**config.mk**
```make
export PLATFORM = sky130hd
export DESIGN_NAME = muls_acc_x3y3
export DESIGN_NICKNAME = d
export VERILOG_FILES = /design/src/rtl/muls_acc_x3y3.sv
export SDC_FILE = /design/constraint.sdc
export NUM_CORES = 1
export LEC_CHECK = 0
export BUFFER_PORTS_ARGS = -buffer_cell sky130_fd_sc_hd__buf_2
export CELL_PAD_IN_SITES_DETAIL_PLACEMENT = 0
export CELL_PAD_IN_SITES_GLOBAL_PLACEMENT = 2
export CORE_ASPECT_RATIO = 0.9
export CORE_MARGIN = 5
export CORE_UTILIZATION = 35
export DETAILED_ROUTE_END_ITERATION = 8
export GPL_ROUTABILITY_DRIVEN = 1
export PLACE_DENSITY_LB_ADDON = 0.12
export SKIP_LAST_GASP = 1
export SLEW_MARGIN = 15
export SYNTH_ARGS = -nofsm -noshare
export SYNTH_HDL_FRONTEND = slang
export SYNTH_SLANG_ARGS = --single-unit
```
**constraint.sdc**
```tcl
create_clock -name clk -period 7.2 [get_ports clk]
set_input_delay 0.72 -clock clk [delete_from_list [all_inputs] [get_ports clk]]
set_output_delay 0.72 -clock clk [all_outputs]
set_load 0.02 [all_outputs]
```
**src/rtl/muls_acc_x3y3.sv**
```systemverilog
// muls_acc_x3y3: frame accumulator for the signed 6-bit products of muls_x3y3.
// Sums FRAME_LEN valid products per frame. Each rising edge of in_rdy is
// accepted once. Products whose sign flag disagrees with their value raise a
// sticky error flag.
// Optional build macro MULS_ACC_SAT_EN: saturate the sum on overflow instead
// of letting it wrap.
`timescale 1ns/1ps
module muls_acc_x3y3 #(
  parameter int FRAME_LEN = 8,
  parameter int ACC_W     = 10
) (
  input  logic                    clk,
  input  logic                    rst_n,
  input  logic [5:0]              in_p,
  input  logic                    in_s,
  input  logic                    in_rdy,
  input  logic                    clr,
  output logic signed [ACC_W-1:0] acc,
  output logic [3:0]              cnt,
  output logic                    done,
  output logic                    err,
  output logic                    ovf
);

  typedef enum logic [1:0] {IDLE, ACC, DONE} state_t;

  localparam logic [3:0] FRAME_CNT = 4'(FRAME_LEN);
  localparam logic signed [ACC_W-1:0] ACC_MAX = {1'b0, {(ACC_W-1){1'b1}}};
  localparam logic signed [ACC_W-1:0] ACC_MIN = {1'b1, {(ACC_W-1){1'b0}}};

  state_t                  state;
  logic                    rdy_q;
  logic                    accept;
  logic                    valid;
  logic signed [ACC_W-1:0] ext;
  logic signed [ACC_W-1:0] base;
  logic signed [ACC_W-1:0] sum;
  logic signed [ACC_W-1:0] acc_next;
  logic [3:0]              cnt_next;
  logic                    add_ovf;

  // A product is taken only on the rising edge of the ready level.
  assign accept = in_rdy & ~rdy_q;

  // The sign flag must match the product MSB. A zero product is valid with either flag.
  assign valid = (in_s == in_p[5]) || (in_p == 6'd0);

  assign ext = ACC_W'($signed(in_p));

  // Next sum and count. A completed frame restarts from zero on its next product.
  always_comb begin
    base     = (state == DONE) ? '0 : acc;
    sum      = base + ext;
    add_ovf  = (base[ACC_W-1] == ext[ACC_W-1]) && (sum[ACC_W-1] != base[ACC_W-1]);
    acc_next = sum;
`ifdef MULS_ACC_SAT_EN
    if (add_ovf) begin
      acc_next = base[ACC_W-1] ? ACC_MIN : ACC_MAX;
    end
`else
`endif
    cnt_next = (state == DONE) ? 4'd1 : cnt + 4'd1;
  end

  // Frame state machine with registered outputs. clr beats any accepted product.
  always_ff @(posedge clk or negedge rst_n) begin
    if (!rst_n) begin
      state <= IDLE;
      rdy_q <= 1'b0;
      acc   <= '0;
      cnt   <= 4'd0;
      done  <= 1'b0;
      err   <= 1'b0;
      ovf   <= 1'b0;
    end else begin
      rdy_q <= in_rdy;
      if (clr) begin
        state <= IDLE;
        acc   <= '0;
        cnt   <= 4'd0;
        done  <= 1'b0;
        err   <= 1'b0;
        ovf   <= 1'b0;
      end else if (accept) begin
        if (valid) begin
          acc <= acc_next;
          cnt <= cnt_next;
          if (add_ovf) begin
            ovf <= 1'b1;
          end
          if (cnt_next == FRAME_CNT) begin
            state <= DONE;
            done  <= 1'b1;
          end else begin
            state <= ACC;
            done  <= 1'b0;
          end
        end else begin
          err <= 1'b1;
        end
      end
    end
  end

endmodule

```
Yosys cells after proc, flatten, opt, wreduce, memory -nomap -nowiden
Cells that the tools add are included.
W data, S select, Z words.
{ "op_classes": {"addsub": 2, "n_eq_ne": 6, "muxes": 23, "bitwise": 2, "n_reduce_logical": 9} }
{ "ops": {"columns": ["cell", "count"], "rows": [
  ["$mux W10", 4],
  ["$mux W4", 4],
  ["$mux W1", 11],
  ["$add A10 B6 Y10", 1],
  ["$mux W2", 4],
  ["$logic_not A6 Y1", 1],
  ["$reduce_bool A2 Y1", 3],
  ["$add A4 B1 Y4 const B", 1],
  ["$eq A4 B4 Y1 const B", 1],
  ["$reduce_and A2 Y1", 2],
  ["$reduce_and A3 Y1", 1],
  ["$eq A1 B1 Y1", 2],
  ["$eq A2 B2 Y1 const B", 1],
  ["$ne A2 B2 Y1 const B", 1],
  ["$and A1 B1 Y1", 1],
  ["$logic_and A1 B1 Y1", 1],
  ["$logic_or A1 B1 Y1", 1],
  ["$ne A1 B1 Y1", 1],
  ["$not A1 Y1", 1]
]} }
{ "word_totals": {"register_bits": 20, "input_bits": 11, "out_inout_bits": 17, "elab_cells": 49} }

Logic depth before layout (Yosys ltp)
Gate-level depths: netlist (run 1).
{ "depth": {"depth_word": 9, "ltp_mapped": 11, "ltp_nobuf": 10} }

Worst setup path before layout (run 1)
No wires, ideal clock.
{ "synth_timing": {"path_type": "register -> register", "startpoint": "reg done (netlist name)", "endpoint": "reg acc[8]", "setup_ps": 134, "t_arrival_ps": 2426, "required_ps": 7066, "path_slack_ps": 4639, "path_stages_with_launch": 12, "n_path_buf": 1, "period_less_slack_ps": 2561, "path_cell_list": "dfrtp_1 > nand2b_1 > clkbuf_1 > and2_1 > ha_1 > fa_1 > a21oi_1 > o21ai_0 > a2111oi_0 > nor3_1 > nand2_1 > o211ai_1"} }
{ "synth_lines": {"columns": ["element", "line_no", "source"], "rows": [
  ["end signal: assignment", "86", "acc <= acc_next;"],
  ["end: declaration", "18", "output logic signed [ACC_W-1:0] acc,"]
]} }

Final worst setup path (run 1)
{ "layout_timing": {"startpoint": "reg state[0]", "endpoint": "reg acc[8]"} }
{ "layout_via": {"elab_chain_len": 6} }
{ "layout_lines": {"columns": ["element", "line_no", "source"], "rows": [
  ["start: declaration", "31", "state_t state;"],
  ["start signal: assignment", "68", "state <= IDLE;"],
  ["start signal: assignment", "78", "state <= IDLE;"],
  ["start signal: assignment", "92", "state <= DONE;"],
  ["$eq A2 B2 Y1", "52", "base = (state == DONE) ? '0 : acc;"],
  ["$mux W10", "52", null],
  ["$add A10 B6 Y10", "53", "sum = base + ext;"],
  ["$mux W10", "85", "if (valid) begin"],
  ["$mux W10", "84", "end else if (accept) begin"],
  ["$mux W10", "77", "if (clr) begin"]
]} }
Every way passes these cells. The select of a mux whose other input is x is not followed.
A chain may end at the register's enable or synchronous reset.

==> impl_metrics.ini, run 1 <==
[synthesis]
yosys_warnings = 0
ys.flop_type = dfrtp_1
ys_ff_latch = 19
yosysSeqAreaShare_pct = 33.72
synth_edf_count = 0
synthesis.area_um2 = 1410
synth_cell_types = 45
async_flop_share_pct = 100.0
synth_nets = 182
avgSynthCellArea_um2 = 8.813
synthesis.instances = 160

[sta]
slew_violations = 0
finClkSkew_ns = 0.002189
max_slew.worst_pin.slew_ns = 0.5580
rsz0062_at_grt = false
slew_headroom_pct = 61.84
period_share_pct = 39.90
layout_min_cycle_time_ns = 2.872
setup_violations = 0
final-hold-violation-count = 0
fin_setup_tns_ns = 0
fmax_mhz = 348.1
worst_slack_ns = 4.328

[layout]
fill_cells = 399
diodes = 0
final_cell_mix = 27 x buf_2, 21 x a21oi_1, 19 x nand2_1, 19 x dfrtp_1, 12 x nor2_1
nNetsFinal = 208
final_common_cell = buf_2
final_core_util_pct = 42.20
syn_to_final_growth_pct = 14.02
layout-drive-gt1-share_pct = 21.62

[route]
drt_pass1_iterations = 4
post_drt_wl_per_cell_um = 14.63
vias = 1227
drc = 0
wl_mm = 3.379
drtIter0Drc = 71
ant_nets = 0
avgViaCountPerCell = 5.312

[grt]
overflow = 0
antenna_found_initial = 0
grt_pass1_wl_mm = 6.085
grt_usage_pct = 13.62
grt_start_max_net_pins = 22
grt_pass1_vias = 1265

[die]
die_x_um = 76.91
dieArea_um2 = 5400
core-area_um2 = 3810
die_y_um = 70.22
initial_utilization_pct = 37.01
std_cell_rows = 21
ioPinCount = 28

[power_and_ir_drop]
leakagePower_uw = 0.0007383
power-per-cell-area_nw_per_um2 = 155.2
irDropWorstVdd_uv = 99.41

[clock_network]
path_clk_slew_ns = 0.07
cts_buffers = 3
cts.htree.levels = 1
clockRootBuffer = clkbuf_8
cts_hold_buf = 0
numClockSinks = 19
post_cts_buffers = 0
insertion_delay_ns = 0.25
clk_path_buf_depth = 2
post_cts_resized = 0
cts_tree = done

[setup_path]
required_ns = 7.33
path_class = reg -> reg
critical_path.max_fanout = 16
crit_end = acc[8]
crit_family = simple AND/OR/NAND/NOR gates
reg2reg_depth = 10
crit_start = state[0]
slowest_delay_ns = 0.42
cp_slowest_cell = fa_1
cp.depth = 10
r2r_slack_ns = 4.33
r2r-start = state[0]
crit_path_cell_trace = nand2b_1 > and2_1 > ha_1 > fa_1 > a21oi_1 > o21ai_0 > a2111oi_0 > nor3_1 > nand2_1 > o211ai_1
worstPathArrival_ns = 3.00
end_kind = register
crit_path_start_kind = register
rr_endpoint = acc[8]
path_buf_inv = 0

[hold_path]
hold_path.class = in -> async

[place]
portBuffers = 27
routabilityCongestion = 0.8374
place_ws_ns = 4.351
dp_hpwl_mm = 2.466

[run_status]
status = completed

[job]
drv_cap = 0
[cell type report]
cell class                 instances  area (um2)  share of cell area [%]
multi-input combinational        133       887.1                   55.18
timing repair buffer              27       135.1                   8.405
clock buffer                       4       45.04                   2.802
tap                               46       57.56                   3.580
inverter                           2       7.507                  0.4669
sequential                        19       475.5                   29.57
[worst min-delay path by stage]
stage | cells past startpoint | end | start
6_report | 1 | acc[4] | rst_n
5_1_grt | 1 | acc[6] | rst_n
4_1_cts | 1 | acc[6] | rst_n
3_5_place_dp | 2 | ovf | ovf
3_3_place_gp | 2 | ovf | ovf
2_1_floorplan | 0 | acc[0] | rst_n
[report_power, final]
part / switching [uW] / internal, uW
clock network: 36.4 / 39.4
logic: 36.2 / 23.2
registers: 3.41 / 111
total: 76.0 / 173
[sequential cells by signal, summed over array words and instances, names as in the netlist]
| register | count |
|---|---|
| err | 1 |
| ovf | 1 |
| acc | 10 |
| cnt | 4 |
| rdy_q | 1 |
| done | 1 |
| state | 1 |
[stage by stage]
| step | hold slack [ns] | cell area, um2 | instances | total power [uW] |
|---|---|---|---|---|
| final | 0.4110 | 1608 | 231 | 249.5 |
| after global routing | 0.4515 | 1608 | 231 | 267.7 |
| after CTS | 0.4192 | 1608 | 231 | 255.3 |
| after detailed placement | 0.4865 | 1563 | 227 | 176.4 |
| after global placement | 0.4705 | 1563 | 227 | 176.0 |
| after floorplan | 0.4244 | 1410 | 160 | 159.0 |
[synthesized netlist by cell type (2+ instances only)]
cell	count	area, um2
xor2_1	2	17.52
nand2_1	19	71.32
clkbuf_1	2	7.510
nand3b_1	2	15.01
o21ai_1	3	15.01
nand2b_1	4	25.02
nand3_1	4	20.02
and2_1	9	56.30
and3_1	2	12.51
a21oi_1	21	105.1
and3_2	2	15.01
nor3_1	6	30.03
xnor2_1	4	35.03
ha_1	10	125.1
a2111oi_0	2	17.52
buf_6	2	22.52
inv_1	2	7.510
buf_2	2	10.01
nor2_1	12	45.04
dfrtp_1	19	475.5
mux2i_1	2	20.02
o211ai_1	2	15.01
o21ai_0	4	20.02
a211oi_1	2	15.01
[cells by family (layout without fill, tap and decap cells)]
group	Yosys count	after routing	share of synthesized area, %
adder cells (fa/ha/maj)	11	11	10.29
flip-flops	19	19	33.72
XOR/XNOR	6	6	3.727
AND/OR/NAND/NOR	72	72	28.48
AO/OA/AOI/OAI	41	41	18.19
buffers and inverters	8	33	3.372
multiplexers	3	3	2.218
[per-layer routing]
metal	track usage [%]	wire length, um	part of all wire [%]	up-vias
li1	-	-	-	626
met1	18.53	1683	50	574
met2	21.49	1497	44	25
met3	3.856	180	5.3	2
met4	2.718	18	0.53	0
met5	0	0	0	-
Power figures use the tool's default switching activity.
==> run 2: changes to the inputs <==
Settings changed: CORE_UTILIZATION 35 to 32.
Clock period 7.2 ns to 2.7 ns, I/O delays scaled along.
==> run 2 against run 1 <==
Against the previous run:
- first-iteration DRC count fell by 23%
- via count rose by 1.7%
- sequential power rose to 2.7 times the previous value
- sequential share of layout area is 1.4 points lower
- total power grew to 2.7 times the previous value
- combinational power grew to 2.8 times the previous value
- final area is 4.9% higher
- critical path type unchanged
- utilization down 1.6 points
- setup slack worse by 4.1 ns
- critical endpoint unchanged
- non-clock buffer count is 6 higher
==> impl_metrics.ini, run 2 (synthesized netlist as in run 1, its figures left out) <==
[layout]
largest_reg_flops = 10
final_cell_mix = 27 x buf_2, 20 x a21oi_1, 19 x nand2_1, 19 x dfrtp_1, 12 x nor2_1
diodes = 0
largest-register = acc
largestRegisters = acc (10), cnt (4)
final_core_util_pct = 40.58
syn_to_final_growth_pct = 19.61
layout-drive-gt1-share_pct = 24.61
nNetsFinal = 214
final_common_cell = buf_2

[grt]
grt_start_max_net_pins = 22
antenna_found_initial = 0
grt_usage_pct = 13.67
overflow = 0
grt_pass1_wl_mm = 6.168
grt_pass1_vias = 1219

[power_and_ir_drop]
leakagePower_uw = 0.0007678
swShare_pct = 30.96
combPwrFrac_pct = 24.8
irDropWorstVdd_uv = 152.6
p_clk_share_pct = 30.2
intPower_uw = 469.1
power.switching_uw = 210.3
power-per-cell-area_nw_per_um2 = 402.8
pwr-share-seq_pct = 45.0

[clock_network]
cts.htree.levels = 1
insertion_delay_ns = 0.26
clk_path_buf_depth = 2
cts_buffers = 3
numClockSinks = 19
post_cts_buffers = 0
clockRootBuffer = clkbuf_8
cts_tree = done
path_clk_slew_ns = 0.08

[setup_path]
path_class = reg -> reg
required_ns = 2.83
end_kind = register
worstPathArrival_ns = 2.65
critical_path.max_fanout = 8
crit_path_start_kind = register

[sta]
period_share_pct = 93.39
slew_violations = 0
rsz0062_at_grt = false
slew_headroom_pct = 68.28
fin_setup_tns_ns = 0
layout_min_cycle_time_ns = 2.522
setup_violations = 0
finClkSkew_ns = 0.005940
final-hold-violation-count = 0
max_slew.worst_pin.slew_ns = 0.4757
fmax_mhz = 396.6

[die]
ioPinCount = 28
core-area_um2 = 4156
dieArea_um2 = 5836
std_cell_rows = 22
die_y_um = 72.98
initial_utilization_pct = 33.93
die_x_um = 79.97

[hold_path]
hold_path.class = in -> reg

[place]
routabilityCongestion = 0.7144
dp_hpwl_mm = 2.761
portBuffers = 27

[route]
post_drt_wl_per_cell_um = 14.96
drtIter0Drc = 55
wl_mm = 3.755
drc = 0
ant_nets = 0
drt_pass1_iterations = 4
avgViaCountPerCell = 4.972
vias = 1248

[run_status]
status = completed

[job]
drv_cap = 0
run 2: changes by cell type in the layout (fill, tap and decap cells not counted), moves of 2 or more:
cell,before,now
o21ai_0,4,2
a2111oi_0,2,0
buf_4,0,5
o21ai_1,3,5
a2111oi_1,0,2
run 2: worst max-delay path, cell delays in order, from the launching register on:
cell and delay [ns]:
dfrtp_1 0.39, nand2b_4 0.19, and2_1 0.18, ha_1 0.22, fa_1 0.42, a21oi_1 0.19, o21ai_1 0.11, a2111oi_1 0.38
nor3_1 0.14, nand2_1 0.08, o211ai_1 0.09
run 2: final cells by class:
class	instances	area, um2
clock buffers	4	45.04
fillers	439	2470
inverters	2	7.507
multi-input cells	133	900.9
flip-flops and latches	19	475.5
well taps	60	75.07
repair buffers	33	182.7
run 2: per-stage QoR:
stage | hold slack, ns | std cells | cell area, um2 | setup slack [ns] | total power [uW]
floorplan | -0.02559 | 160 | 1410 | 0.1393 | 423.9
global placement | 0.2576 | 246 | 1618 | 0.06499 | 476.5
detailed placement | 0.2591 | 246 | 1618 | 0.01137 | 478.3
CTS | 0.1138 | 251 | 1677 | 0.06660 | 696.2
global route | 0.1180 | 251 | 1687 | 0.03542 | 724.6
finish | 0.1214 | 251 | 1687 | 0.1783 | 679.4
run 2: path summary, 6_finish.rpt:
path                       startpoint       end  slack, ns  cells after the start
max reg2reg                  state[0]    acc[8]       0.18                     10
min reg2reg                       err       err       0.51                      2
max                          state[0]    acc[8]       0.18                     10
max in group asynchronous       rst_n  state[0]       1.88                      2
min in group asynchronous       rst_n    acc[3]       0.49                      2
min                            in_rdy     rdy_q       0.12                      1
run 2: power groups by stage:
stage | Clock [uW] | Sequential, uW | Combinational [uW]
after floorplan | 0 | 322 | 102
after global placement | 0 | 310 | 166
after detailed placement | 0 | 311 | 167
after CTS | 221 | 306 | 169
after global routing | 228 | 308 | 189
final | 205 | 306 | 169
run 2: per-layer routing:
layer  vias up  track usage [%]  share of wire [%]
met1       585            19.50                 49
met5         -                0                  0
li1        635                -                  -
met4         0            2.814               0.77
met3         4            3.333                4.3
met2        24            20.96                 46
run 2: repair_timing:
item,4_1_cts,5_1_grt
endpoints found under the setup margin,2,3
gates cloned,0,0
pin swaps,0,1
gates resized for setup,2,5
endpoints found under the hold margin,19,0
hold buffers,1,0
==> run 3: changes to the inputs <==
Settings changed: CORE_MARGIN 5 to 2.
==> run 3 against run 2 <==
Against the previous run:
- register-to-register slack worse by 0.03 ns
- global-route usage grew 2.6 points
- total power grew 0.42%
- setup slack worse by 0.027 ns
- clock power rose by 2%
- utilization is 0.18 points lower
- sequential cell count unchanged
- first-iteration DRC count grew 15%
- critical path type unchanged
- sequential power about the same
- die area is 15% lower
- via count rose by 1.7%
- final cell count shrank 0.40%
==> impl_metrics.ini, run 3 (synthesized netlist as in run 1, its figures left out) <==
[setup_path]
path_buf_inv = 0
critical_path.max_fanout = 10
crit_family = compound AO/OA/AOI/OAI gates
worstPathArrival_ns = 2.69
cp_slowest_cell = fa_1
end_kind = register
path_class = reg -> reg
crit_path_start_kind = register
crit_path_cell_trace = nand2b_4 > and2_1 > ha_1 > fa_1 > a21oi_2 > o21ai_0 > a2111oi_1 > nor3_1 > nand2_1 > o211ai_1
required_ns = 2.84
slowest_delay_ns = 0.42

[die]
std_cell_rows = 22
core-area_um2 = 4156
die_x_um = 73.97
ioPinCount = 28
dieArea_um2 = 4954
initial_utilization_pct = 33.93
die_y_um = 66.98

[place]
place_inst = 245
dp_hpwl_mm = 2.650
portBuffers = 27
routabilityCongestion = 0.7685

[route]
drc = 0
wl_mm = 3.637
post_drt_wl_per_cell_um = 14.55
vias = 1269
ant_nets = 0
drt_pass1_iterations = 4
drtIter0Drc = 63
avgViaCountPerCell = 5.076

[layout]
multi_input_area_um2 = 899.6
regArea_um2 = 475.5
largestRegisters = acc (10), cnt (4)
fill_cells = 438
layout-drive-gt1-share_pct = 24.74
final_core_util_pct = 40.40
fin_cells = 250
largest_reg_flops = 10
largest-register = acc
diodes = 0
nNetsFinal = 213
syn_to_final_growth_pct = 19.08
final_common_cell = buf_2
final_cell_mix = 27 x buf_2, 20 x a21oi_1, 19 x nand2_1, 19 x dfrtp_1, 12 x nor2_1

[power_and_ir_drop]
power-per-cell-area_nw_per_um2 = 406.3
irDropWorstVdd_uv = 155.9
leakagePower_uw = 0.0007668
fin_total_pwr_uw = 682.2

[sta]
max_slew.worst_pin.slew_ns = 0.4507
slew_violations = 0
setup_violations = 0
layout_min_cycle_time_ns = 2.549
fin_setup_tns_ns = 0
fmax_mhz = 392.3
slew_headroom_pct = 69.17
worst_hold_slack_ns = 0.1275
period_share_pct = 94.41
final-hold-violation-count = 0
finClkSkew_ns = 0.008557

[clock_network]
clockRootBuffer = clkbuf_8
cts.htree.levels = 1
cts_tree = done
insertion_delay_ns = 0.26
numClockSinks = 19
clk_path_buf_depth = 2
path_clk_slew_ns = 0.08
cts_buffers = 3

[grt]
grt_usage_pct = 16.25
busiest_layer = met2
overflow = 0
grt_pass1_wl_mm = 6.044
grt_use_met1_pct = 22.74
use_met2_pct = 25.33
antenna_found_initial = 0
grt_pass1_vias = 1288
grt_start_max_net_pins = 22
grt_use_met3_pct = 2.421

[hold_path]
hold_path.class = in -> reg

[job]
drv_cap = 0

[run_status]
status = completed
==> run 3: changes by cell type in the layout (fill, tap and decap cells not counted) <==
cell | previous run | this run
o21ai_0 | 2 | 4
o21ai_1 | 5 | 3
a2111oi_0 | 0 | 1
a2111oi_1 | 2 | 1
buf_4 | 5 | 4
clkbuf_1 | 1 | 0
clkinv_2 | 0 | 1
==> run 3: what timing repair did <==
action / in CTS / in global routing
hold buffers: 1 / 0
resized for setup: 1 / 3
pin swaps: 0 / 1
endpoints found under the setup margin: 2 / 3
setup buffers: 0 / 0
hold endpoints to repair: 19 / 0
==> run 3: cell type report <==
cell class,count,area share [%]
clock inverters,1,0.2981
repair buffers,32,10.43
well taps,60,4.471
flip-flops and latches,19,28.32
multi-input cells,133,53.58
inverters,2,0.4471
clock buffers,3,2.459
==> run 3: report_power, final <==
group / total (uW) / switching, uW / internal, uW
registers: 305 / 9.44 / 296
clock network: 209 / 106 / 103
logic: 168 / 100 / 67.8
==> run 3: per-stage QoR <==
step | instance area (um2) | worst slack (ns)
floorplan | 1410 | 0.1393
global placement | 1610 | 0.03015
detailed placement | 1610 | -0.05620
CTS | 1669 | 0.03877
global route | 1679 | -0.001409
finish | 1679 | 0.1509
==> run 3: final timing paths <==
path,cells after the start,endpoint,startpoint,slack (ns)
min in group asynchronous,2,acc[3],rst_n,0.48
max reg2reg,10,acc[8],state[0],0.15
min reg2reg,2,ovf,ovf,0.50
max in group asynchronous,2,acc[6],rst_n,1.89
max,10,acc[8],state[0],0.15
min,1,rdy_q,in_rdy,0.13
==> run 3: metal layers <==
layer / vias up / part of all wire [%] / wire length (um)
met4: 0 / 0.49 / 18
met1: 605 / 51 / 1845
li1: 637 / - / -
met2: 25 / 45 / 1628
met5: - / 0 / 0
met3: 2 / 4.0 / 144
